===== config.mk =====
export PLATFORM = sky130hd
export DESIGN_NAME = lfsr_core_flat
export DESIGN_NICKNAME = d
export VERILOG_FILES = /design/src/rtl/lfsr_core_if.sv /design/src/rtl/lfsr_core.sv /design/src/flat_wrapper.sv
export SDC_FILE = /design/constraint.sdc
export NUM_CORES = 1
export LEC_CHECK = 0
export ABC_CLOCK_PERIOD_IN_PS = 900
export CAP_MARGIN = 10
export CORE_AREA = 2 2 39 41
export DETAILED_ROUTE_END_ITERATION = 12
export DIE_AREA = 0 0 41 43
export PLACE_DENSITY_LB_ADDON = 0.12
export SLEW_MARGIN = 15
export SYNTH_ARGS = -nofsm -noshare
export SYNTH_HDL_FRONTEND = slang
export SYNTH_SLANG_ARGS = --single-unit

===== constraint.sdc =====
create_clock -name i_Clk -period 0.9 [get_ports i_Clk]
set_input_delay 0.18 -clock i_Clk [delete_from_list [all_inputs] [get_ports i_Clk]]
set_output_delay 0.18 -clock i_Clk [all_outputs]
set_load 0.01 [all_outputs]

===== src/rtl/lfsr_core_if.sv =====
// Seed/enable control and state/done status bundle for lfsr_core.
// master drives the controls; slave (the LFSR) drives the status.
interface lfsr_core_if #(
    parameter int NUM_BITS = 4
);
    logic                i_Enable;
    logic                i_Seed_DV;
    logic [NUM_BITS-1:0] i_Seed_Data;
    logic [NUM_BITS-1:0] o_LFSR_Data;
    logic                o_LFSR_Done;

    modport master (
        output i_Enable,
        output i_Seed_DV,
        output i_Seed_Data,
        input  o_LFSR_Data,
        input  o_LFSR_Done
    );

    modport slave (
        input  i_Enable,
        input  i_Seed_DV,
        input  i_Seed_Data,
        output o_LFSR_Data,
        output o_LFSR_Done
    );
endinterface


===== src/rtl/lfsr_core.sv =====
// Maximal-length Fibonacci LFSR, XNOR feedback, loadable seed.
// o_LFSR_Done compares the live state with the live seed input.
module lfsr_core #(
    parameter int NUM_BITS = 4
) (
    input  logic        i_Clk,
    input  logic        i_Rst_n,
    lfsr_core_if.slave  bus
);

    if (NUM_BITS < 3 || NUM_BITS > 32) begin : g_bad_width
        $error("lfsr_core: NUM_BITS must be in 3..32");
    end

    function automatic logic [31:0] f_bit(input int unsigned p);
        return 32'd1 << (p - 1);
    endfunction

    // Tap positions are 1-based with the MSB at position NUM_BITS.
    function automatic logic [31:0] f_taps(input int unsigned n);
        logic [31:0] m;
        m = '0;
        case (n)
            3:  m = f_bit(3)  | f_bit(2);
            4:  m = f_bit(4)  | f_bit(3);
            5:  m = f_bit(5)  | f_bit(3);
            6:  m = f_bit(6)  | f_bit(5);
            7:  m = f_bit(7)  | f_bit(6);
            8:  m = f_bit(8)  | f_bit(6)  | f_bit(5)  | f_bit(4);
            9:  m = f_bit(9)  | f_bit(5);
            10: m = f_bit(10) | f_bit(7);
            11: m = f_bit(11) | f_bit(9);
            12: m = f_bit(12) | f_bit(6)  | f_bit(4)  | f_bit(1);
            13: m = f_bit(13) | f_bit(4)  | f_bit(3)  | f_bit(1);
            14: m = f_bit(14) | f_bit(5)  | f_bit(3)  | f_bit(1);
            15: m = f_bit(15) | f_bit(14);
            16: m = f_bit(16) | f_bit(15) | f_bit(13) | f_bit(4);
            17: m = f_bit(17) | f_bit(14);
            18: m = f_bit(18) | f_bit(11);
            19: m = f_bit(19) | f_bit(6)  | f_bit(2)  | f_bit(1);
            20: m = f_bit(20) | f_bit(17);
            21: m = f_bit(21) | f_bit(19);
            22: m = f_bit(22) | f_bit(21);
            23: m = f_bit(23) | f_bit(18);
            24: m = f_bit(24) | f_bit(23) | f_bit(22) | f_bit(17);
            25: m = f_bit(25) | f_bit(22);
            26: m = f_bit(26) | f_bit(6)  | f_bit(2)  | f_bit(1);
            27: m = f_bit(27) | f_bit(5)  | f_bit(2)  | f_bit(1);
            28: m = f_bit(28) | f_bit(25);
            29: m = f_bit(29) | f_bit(27);
            30: m = f_bit(30) | f_bit(6)  | f_bit(4)  | f_bit(1);
            31: m = f_bit(31) | f_bit(28);
            32: m = f_bit(32) | f_bit(22) | f_bit(2)  | f_bit(1);
            default: m = '0;
        endcase
        return m;
    endfunction

    localparam logic [31:0] TAPS = f_taps(NUM_BITS);

    logic [NUM_BITS-1:0] r_lfsr;
    logic                w_fb;

    // XNOR feedback: all-zeros advances, all-ones is the lock-up state.
    assign w_fb = ~^(r_lfsr & TAPS[NUM_BITS-1:0]);

    always_ff @(posedge i_Clk or negedge i_Rst_n) begin
        if (!i_Rst_n) begin
            r_lfsr <= '0;
        end else if (bus.i_Enable) begin
            if (bus.i_Seed_DV) begin
                r_lfsr <= bus.i_Seed_Data;
            end else begin
                r_lfsr <= {r_lfsr[NUM_BITS-2:0], w_fb};
            end
        end
    end

    assign bus.o_LFSR_Data = r_lfsr;
    assign bus.o_LFSR_Done = (r_lfsr == bus.i_Seed_Data);

endmodule


===== src/flat_wrapper.sv =====
// flat-port wrapper written by rule: the top's interface ports become plain ports
module lfsr_core_flat 
#(
    parameter int NUM_BITS = 4
)
  (i_Clk, i_Rst_n, bus_i_Enable, bus_i_Seed_DV, bus_i_Seed_Data, bus_o_LFSR_Data, bus_o_LFSR_Done);
  lfsr_core_if #(.NUM_BITS(NUM_BITS)) bus_i ();
  input  logic i_Clk;
  input  logic i_Rst_n;
  input wire logic [$bits(bus_i.i_Enable)-1:0] bus_i_Enable;
  input wire logic [$bits(bus_i.i_Seed_DV)-1:0] bus_i_Seed_DV;
  input wire logic [$bits(bus_i.i_Seed_Data)-1:0] bus_i_Seed_Data;
  output wire logic [$bits(bus_i.o_LFSR_Data)-1:0] bus_o_LFSR_Data;
  output wire logic [$bits(bus_i.o_LFSR_Done)-1:0] bus_o_LFSR_Done;
  assign bus_i.i_Enable = bus_i_Enable;
  assign bus_i.i_Seed_DV = bus_i_Seed_DV;
  assign bus_i.i_Seed_Data = bus_i_Seed_Data;
  assign bus_o_LFSR_Data = bus_i.o_LFSR_Data;
  assign bus_o_LFSR_Done = bus_i.o_LFSR_Done;
  lfsr_core #(.NUM_BITS(NUM_BITS)) u_core (.i_Clk(i_Clk), .i_Rst_n(i_Rst_n), .bus(bus_i));
endmodule

**Word-level counts from Yosys, hierarchy flattened**

Index checks and enable logic that the tools add are counted.

- Flip-flop bits (word level): 4
- Bits of input ports: 8

- Multiplexer cells: 1
- Eq/ne operators: 1
- Reduce and logical (&&, ||, !) cells: 1

Operators with widths:

| kind | count |
|---|---|
| 4-bit equality test | 1 |
| 4-bit 2-to-1 mux | 1 |
| 4-bit XNOR reduction | 1 |

**Depth between registers and ports, before layout**

Gate-level depths: netlist (run 1).

- Word-level depth: 2
- Depth in mapped cells: 3
- Gate-level depth less buffers: 2

**Least setup slack after synthesis (run 1)**

Ideal clock, no wire load.

- Kind: register to output
- From: register u_core.r_lfsr[1], in the netlist u_core.bus.o_LFSR_Data[1]
- To: output port bus_o_LFSR_Done
- Path buffers: 0
- Data arrival time: 0.951 ns
- Stages on the path, launching flop included: 3
- Setup slack: -0.231 ns
- Cells stage by stage: dfrtp_1 > xor2_1 > nor4_2

- Longest elaborated chain between the ends: 1

Ends and longest elaborated chain:

| item | line | source |
|---|---|---|
| start, declared | lfsr_core.sv:61 | `logic [NUM_BITS-1:0] r_lfsr;` |
| start signal, assigned | lfsr_core.sv:72 | `r_lfsr <= bus.i_Seed_Data;` |
| start signal, assigned | lfsr_core.sv:74 | `r_lfsr <= {r_lfsr[NUM_BITS-2:0], w_fb};` |
| 4-bit equality test | lfsr_core.sv:80 | `assign bus.o_LFSR_Done = (r_lfsr == bus.i_Seed_Data);` |
| end, declared | flat_wrapper.sv:14 | `output wire logic [$bits(bus_i.o_LFSR_Done)-1:0] bus_o_LFSR_Done;` |

Every way passes these cells.

**Final worst setup path (run 1)**

Same ends and word-level chain as after synthesis.

==> impl_metrics.ini, run 1 <==
[route]
wirelength_microns = 580
vias_per_cell = 3.83
route.detailed.drc = 0
drt_iter0_markers = 1
drtPass1Iterations = 2
detail_route.wl_per_cell_microns = 9.67
num_vias = 230
drtAntennaViolNets = 0

[flow_run]
max_cap_violations = 0

[finish]
fin_area_sq_um = 469
fin_nets = 54
fillCellCount = 148
drive_gt1_share_pct = 38.6
multi_input_area_sq_um = 148
largest_reg_flops = 4
area_delta_synth_final_pct = 90.4
final_util_pct = 33.9
regArea_sq_um = 100
diodes = 0

[worst_setup_path]
path_class = reg2out
critPathMaxFanout = 2
crit_required_ns = 0.72
reg2reg_from = u_core.bus.o_LFSR_Data[1]
rrSetupSlack_ns = -0.07
reg2regPathDepth = 4
regToRegEndpoint = u_core.bus.o_LFSR_Data[2]
cp-end-kind = primary output
start_kind = register
cp.arrival_ns = 1.16

[global_routing]
grtUsageTotal_pct = 7.87
grt_pass1_vias = 253
grt_pass1_wl_microns = 890
antenna_found_initial = 0
grt-ovfl-total = 0
grt_max_degree = 10

[yosys]
synthArstFlopShare_pct = 100
synth.avg_cell_area_sq_um = 9.86
synth_seq_cells = 4
synth_warnings = 0
postSynthCellCount = 25
synth_top_area_share_pct = 40.6
synth_fp_nets = 33
synth.most_common_cell = xor2_1
ys_top_cells_by_area = dfrtp_1, xor2_1, mux2i_1
synth_top_area_cell = dfrtp_1
seq_area_frac_synth_pct = 40.6
synth_area_sq_um = 246
ys.flop_type = dfrtp_1
yosysUniqueCellTypes = 12
synthTopCellsByCount = xor2_1, dfrtp_1, a21oi_1, mux2i_1, nor2_1
synth_edf_count = 0

[pwr]
powerDensity_nw_per_um2 = 1570
ir_worst_vdd_uv = 555
power_mw = 0.737
leakage_nw = 0.222

[placed_design]
hpwl_microns = 494
port_buffers = 12
gp_congestion = 0.611
post_dp_cell_area_sq_um = 414

[floorplan]
design.die.area_sq_um = 1760
die_y_microns = 43
num_rows = 14
ios = 13
core_area_sq_um = 1380
die_w_microns = 41
floorplan.initialDensity_pct = 17.8

[cts]
cts.sinks = 4
cts_buffer_depth = 2
numCtsBuffers = 3
htree_levels = 1
tritoncts = yes
cts_hold_buffers = 0
insertion_delay_ns = 0.23
cts.root.buffer_cell = clkbuf_4
path_clk_slew_ns = 0.03

[timing]
fmax_mhz = 747
hold_ws_ns = 0.149
fin_worst_skew_ns = 0.000488
maxSlewViolCount = 0
setup_violations = 7
finalHoldViolCount = 0
relSlewSlack_pct = 75.8
fin_crit_sh_pct = 149
fin_crit_ns = 1.34
worst_pin_slew_ns = 0.363
setup_slack_ns = -0.439
tns_ns = -1.23
rsz0062_at_grt = true

[run_status]
outcome = complete, but fails checks
violations = negative setup slack

[min_path]
hold_class = in2async
==> worst max-delay path, cell delays in order (launching register included) <==
cell and delay (ns):
dfrtp_1 0.38, xor2_1 0.15, nor4_2 0.24, buf_2 0.16
==> worst max-delay path by stage <==
| stage | startpoint | to | slack (ns) | cells after the start |
|---|---|---|---|---|
| after floorplan | u_core.bus.o_LFSR_Data[1] | bus_o_LFSR_Done | -0.23 | 2 |
| after global placement | bus_i_Seed_Data[1] | bus_o_LFSR_Done | -0.90 | 4 |
| after detailed placement | bus_i_Seed_Data[1] | bus_o_LFSR_Done | -0.91 | 4 |
| after CTS | u_core.bus.o_LFSR_Data[1] | bus_o_LFSR_Done | -0.47 | 3 |
| after global routing | u_core.bus.o_LFSR_Data[1] | bus_o_LFSR_Done | -0.52 | 3 |
| final | u_core.bus.o_LFSR_Data[1] | bus_o_LFSR_Done | -0.44 | 3 |
==> layout by cell type (no fill, tap or decap) <==
master and instances:
buf_2 1, dlymetal6s2s_1 1, nor4_2 1, xor2_2 1, o221ai_1 1, dlygate4sd2_1 3, a21oi_1 3, clkdlybuf4s50_1 3
xor2_1 4, dfrtp_1 4, clkbuf_4 3, inv_1 1, nand3_1 1, nor2_1 2, mux2i_1 3, buf_6 7
nor2_4 1, nand2b_1 1, buf_4 3
==> repair_timing <==
| item | CTS | global route |
|---|---|---|
| pin swaps | 1 | 1 |
| gates cloned | 0 | 0 |
| resized for setup | 29 | 6 |
| setup endpoints to repair | 9 | 9 |
| buffers inserted | 1 | 2 |
==> power breakdown <==
part / leakage [nW] / total [mW] / internal (mW) / switching [mW]
registers: 0.0455 / 0.229 / 0.207 / 0.0214
logic: 0.162 / 0.297 / 0.176 / 0.121
clock network: 0.0138 / 0.211 / 0.148 / 0.0630
==> metrics by stage <==
| step | cells | setup WS [ns] |
|---|---|---|
| floorplan | 25 | -0.231 |
| global placement | 56 | -0.896 |
| detailed placement | 56 | -0.911 |
| CTS | 59 | -0.469 |
| global route | 60 | -0.524 |
| finish | 60 | -0.439 |
==> cells by family (layout without fill, tap and decap cells) <==
group / after synthesis / in the layout / synth area share (%)
mux: 3 / 3 / 12.2
flops: 4 / 4 / 40.6
compound gates: 4 / 4 / 9.64
simple gates: 6 / 6 / 14.2
buf+inv: 3 / 22 / 5.58
xor+xnor: 5 / 5 / 17.8
==> routing by layer <==
metal	vias up	share of wire, %	global-route usage [%]
li1	121	-	-
met1	103	39	8.50
met2	6	54	11.6
met3	0	7.2	1.57
met4	0	0	8.00
met5	-	0	0
==> area by class of cell <==
type,count,area share [%]
tap,16,4.27
multi-input combinational,18,31.5
inverter,1,0.800
clock buffer,3,4.80
timing repair buffer,18,37.3
sequential,4,21.3
No activity file was read; power rests on OpenSTA's default activity.
==> run 2: changes to the inputs <==
Settings changed: CORE_AREA 2 2 39 41 to 5 5 42 44, DIE_AREA 0 0 41 43 to 0 0 47 49.
==> run 2 against run 1 <==
The run still ends with negative setup slack left. Cell count decreased by 1.7%. Routed wire length increased by 5.3%. Register-to-register slack improved by 0.04 ns. Sequential share of layout area increased by 0.47 points. Utilization decreased by 1.1 points. Sequential cell count unchanged. Maximum frequency decreased by 0.21%. Global-route usage decreased by 1.2 points. Critical path type unchanged. Largest cell class unchanged.
==> impl_metrics.ini, run 2 (same netlist as run 1, synthesis figures left out) <==
[route]
detail_route.wl_per_cell_microns = 10.4
route.detailed.drc = 0
vias_per_cell = 3.80
drtPass1Iterations = 1
drtAntennaViolNets = 0
wirelength_microns = 611
drt_iter0_markers = 0
num_vias = 224

[run_status]
violations = negative setup slack
outcome = complete, but fails checks

[timing]
finalHoldViolCount = 0
fmax_mhz = 745
relSlewSlack_pct = 79.9
setup_slack_ns = -0.442
maxSlewViolCount = 0
worst_pin_slew_ns = 0.302
fin_crit_ns = 1.34
fin_worst_skew_ns = 0.00209
fin_crit_sh_pct = 149
hold_ws_ns = 0.149
rsz0062_at_grt = true
setup_violations = 6
tns_ns = -1.06

[cts]
cts.sinks = 4
insertion_delay_ns = 0.23
cts.root.buffer_cell = clkbuf_4
numCtsBuffers = 3
htree_levels = 1
tritoncts = yes
cts_buffer_depth = 2
path_clk_slew_ns = 0.03
cts_hold_buffers = 0

[finish]
fin_area_sq_um = 459
fin_nets = 53
largest_reg_flops = 4
mostFrequentLayoutCell = buf_6
final_cells = 59
final_cell_mix = buf_6, xor2_1, dlygate4sd2_1, dfrtp_1
diodes = 0
drive_gt1_share_pct = 37.2
area_delta_synth_final_pct = 86.3
fillCellCount = 156

[worst_setup_path]
start_kind = register
critPathMaxFanout = 2
cpMaxStageDelayCell = dfrtp_1
path_cells = xor2_1 -> nor4_2 -> buf_2
cp-end-kind = primary output
cp_slowest_stage_delay_ns = 0.38
cp.arrival_ns = 1.16
crit_required_ns = 0.72
path_class = reg2out

[global_routing]
grt_pass1_wl_microns = 1040
antenna_found_initial = 0
grt-ovfl-total = 0
grt_pass1_vias = 259
grt_max_degree = 10
grtUsageTotal_pct = 6.65

[flow_run]
max_cap_violations = 0

[floorplan]
die_y_microns = 49
num_rows = 14
die_w_microns = 47
core_area_sq_um = 1400
floorplan.initialDensity_pct = 17.6
ios = 13
design.die.area_sq_um = 2300

[pwr]
leakage_nw = 0.218
pwr-share-seq_pct = 31.5
switching_share_pct = 28.2
pwr-share-comb_pct = 39.5
netSwitchingPower_mw = 0.205
powerDensity_nw_per_um2 = 1590
ir_worst_vdd_uv = 591
internal-power_mw = 0.523
clkPwrFrac_pct = 29.0

[placed_design]
gp_congestion = 0.642
hpwl_microns = 521
dpl.cell_count = 56
port_buffers = 12
post_dp_cell_area_sq_um = 414
preCtsSetupSlack_ns = -0.918

[min_path]
hold_class = in2async
==> run 2: cell count changes in the layout (fill, tap and decap cells not counted) <==
cell             previous run  this run
o221ai_1                    1         0
buf_4                       3         2
o221ai_2                    0         1
nor2_1                      2         3
nor2_4                      1         0
dlygate4sd2_1               3         4
clkdlybuf4s50_1             3         2
==> run 2: metal layers <==
metal	track usage, %	part of all wire, %
met2	10.4	60
met3	1.11	5.2
met5	0	0
met1	6.70	35
met4	6.91	0
==> run 2: final cells by class <==
type | count | area (sq um) | share of cell area, %
Sequential cell | 4 | 100 | 21.8
Multi-Input combinational cell | 18 | 146 | 31.9
Inverter | 1 | 3.75 | 0.817
Tap cell | 16 | 20.0 | 4.36
Clock buffer | 3 | 22.5 | 4.90
Timing Repair Buffer | 17 | 166 | 36.2
==> run 2: repair_timing <==
action,in CTS,in global routing
pin swaps,1,2
buffers inserted,2,1
setup endpoints to repair,9,9
resized for setup,33,1
==> run 2: path summary, 6_finish.rpt <==
path / cells after the start / endpoint / startpoint / slack, ns
max: 3 / bus_o_LFSR_Done / u_core.bus.o_LFSR_Data[1] / -0.44
min: 1 / u_core.bus.o_LFSR_Data[2] / i_Rst_n / 0.15
max reg2reg: 3 / u_core.bus.o_LFSR_Data[0] / u_core.bus.o_LFSR_Data[3] / -0.03
min reg2reg: 3 / u_core.bus.o_LFSR_Data[3] / u_core.bus.o_LFSR_Data[3] / 0.69
max in group asynchronous: 1 / u_core.bus.o_LFSR_Data[0] / i_Rst_n / 0.59
min in group i_Clk: 3 / u_core.bus.o_LFSR_Data[0] / bus_i_Seed_Data[0] / 0.38
==> run 2: metrics by stage <==
stage | power, mW | utilization, %
after floorplan | 0.338 | -
after global routing | 0.779 | 32.8
after detailed placement | 0.496 | 29.6
final | 0.728 | 32.8
after CTS | 0.754 | 32.6
after global placement | 0.496 | 29.6
==> run 2: power groups by stage <==
stage	registers [mW]	clock network [mW]	logic [mW]
after floorplan	0.252	0	0.0860
after global placement	0.229	0	0.267
after detailed placement	0.229	0	0.267
after CTS	0.229	0.229	0.296
after global routing	0.233	0.226	0.319
final	0.230	0.211	0.287
==> run 2: worst max-delay path: cells and delay by family, from the launching register on <==
family                 cells  cell delay (ns)
flip-flops                 1             0.38
buffers and inverters      1             0.16
AND/OR/NAND/NOR            1             0.24
XOR/XNOR                   1             0.15
==> run 3: changes to the inputs <==
Settings changed: DONT_BUFFER_PORTS set to 1.
==> run 3 against run 2 <==
The flow still finishes with violations (negative setup slack). Critical endpoint unchanged. First-iteration DRC count is the same. Worst setup slack lost 0.013 ns. Largest power group is now registers. Clock skew up 0.0013 ns. Final area decreased by 22%.
==> impl_metrics.ini, run 3 (same netlist as run 1, synthesis figures left out) <==
[route]
num_vias = 200
detail_route.wl_per_cell_microns = 12.0
wirelength_microns = 589
route.detailed.drc = 0
vias_per_cell = 4.08
drtAntennaViolNets = 0
drt_iter0_markers = 0
drtPass1Iterations = 1

[finish]
fin_area_sq_um = 359
drive_gt1_share_pct = 36.4
fin_nets = 43
final_cells = 49
largest_reg_flops = 4
area_delta_synth_final_pct = 45.7
final_cell_mix = xor2_1, buf_6, dfrtp_1
diodes = 0

[worst_setup_path]
regToRegEndpoint = u_core.bus.o_LFSR_Data[0]
crit_required_ns = 0.72
start_kind = register
cp-end-kind = primary output
cpMaxStageDelayCell = dfrtp_1
worstSetupStartpoint = u_core.bus.o_LFSR_Data[2]
reg2reg_from = u_core.bus.o_LFSR_Data[2]
rrSetupSlack_ns = -0.11
path_cells = xor2_1 -> nor4_2 -> buf_4
path_class = reg2out
cp.arrival_ns = 1.18
cp_slowest_stage_delay_ns = 0.39
reg2regPathDepth = 4
critPathMaxFanout = 2

[min_path]
min_from = bus_i_Enable
hold_depth = 1
hold_class = in2reg
hold_end = u_core.bus.o_LFSR_Data[2]

[timing]
hold_ws_ns = 0.0270
fmax_mhz = 738
rsz0062_at_grt = true
maxSlewViolCount = 0
worst_pin_slew_ns = 0.194
fin_crit_sh_pct = 151
relSlewSlack_pct = 86.9
setup_slack_ns = -0.455
fin_worst_skew_ns = 0.00335
setup_violations = 7
finalHoldViolCount = 0
fin_crit_ns = 1.36

[placed_design]
gp_congestion = 0.607
hpwl_microns = 499
dpl.cell_count = 44
post_dp_cell_area_sq_um = 294
port_buffers = 0
preCtsSetupSlack_ns = -0.231

[pwr]
powerDensity_nw_per_um2 = 1820
netSwitchingPower_mw = 0.184
internal-power_mw = 0.469
switching_share_pct = 28.2
ir_worst_vdd_uv = 504
clkPwrFrac_pct = 33.5
leakage_nw = 0.157
pwr-share-seq_pct = 34.7
pwr-share-comb_pct = 31.7

[cts]
cts_buffer_depth = 2
numCtsBuffers = 3
path_clk_slew_ns = 0.04
tritoncts = yes
cts.sinks = 4
cts.root.buffer_cell = clkbuf_4
insertion_delay_ns = 0.23
htree_levels = 1

[global_routing]
grt-ovfl-total = 0
grt_max_degree = 10
grt_pass1_vias = 207
grtUsageTotal_pct = 5.94
grt_pass1_wl_microns = 903
antenna_found_initial = 0

[floorplan]
core_area_sq_um = 1400
floorplan.initialDensity_pct = 17.6
num_rows = 14
ios = 13
design.die.area_sq_um = 2300
die_w_microns = 47
die_y_microns = 49

[run_status]
outcome = complete, but fails checks
violations = negative setup slack

[flow_run]
max_cap_violations = 0
[run 3: changes by cell type in the layout (fill, tap and decap cells not counted)]
| cell | change |
|---|---|
| buf_2 | -1 |
| buf_6 | -3 |
| o221ai_1 | +1 |
| o221ai_2 | -1 |
| dlygate4sd2_1 | -4 |
| nor2_2 | +1 |
| clkdlybuf4s50_1 | -2 |
| dlymetal6s2s_1 | -1 |
| dlygate4sd3_1 | +1 |
| nor2_1 | -1 |
[run 3: per-stage QoR]
step | util, % | TNS, ns | power, mW
after floorplan | - | -0.231 | 0.338
after global routing | 25.6 | -1.11 | 0.691
after detailed placement | 21.0 | -0.308 | 0.394
final | 25.6 | -0.874 | 0.653
after CTS | 24.1 | -0.734 | 0.647
after global placement | 21.0 | -0.328 | 0.399
[run 3: repair_timing]
| action | 4_1_cts | 5_1_grt |
|---|---|---|
| pin swaps | 1 | 4 |
| setup endpoints to repair | 6 | 6 |
| resized for setup | 3 | 3 |
| hold buffers | 1 | 0 |
| endpoints found under the hold margin | 4 | 0 |
| setup buffers | 0 | 1 |
[run 3: layer usage]
metal	wire (microns)	share of wire, %	GRT usage (%)	up-vias
met5	0	0	0	-
met4	4	0.68	6.91	0
met3	39	6.6	2.58	2
met2	358	61	9.50	4
met1	187	32	4.45	93
li1	-	-	-	101
[run 3: area by class of cell]
type	instances	area, sq um
Fill cell	165	1040
Multi-Input combinational cell	18	143
Sequential cell	4	100
Timing Repair Buffer	7	70.1
Clock buffer	3	22.5
Tap cell	16	20.0
Inverter	1	3.75
[run 3: worst max-delay path by stage]
stage | endpoint | slack [ns] | cells after the start
global route | bus_o_LFSR_Done | -0.53 | 3
CTS | bus_o_LFSR_Done | -0.48 | 3
global placement | bus_o_LFSR_Done | -0.20 | 3
detailed placement | bus_o_LFSR_Done | -0.23 | 3
finish | bus_o_LFSR_Done | -0.46 | 3
floorplan | bus_o_LFSR_Done | -0.23 | 2
[run 3: critical path, delay by kind of cell (launching register included)]
kind | cells | cell delay [ns]
xor gates and xnor gates | 1 | 0.15
buffers and inverters | 1 | 0.16
DFF | 1 | 0.39
and+or+nand+nor | 1 | 0.24
[run 3: power by group through the flow]
stage                     clock network, mW  logic, mW  registers, mW
after floorplan                           0     0.0860          0.252
after global placement                    0      0.171          0.228
after detailed placement                  0      0.168          0.226
after CTS                             0.233      0.187          0.227
after global routing                  0.235      0.226          0.230
final                                 0.219      0.207          0.227
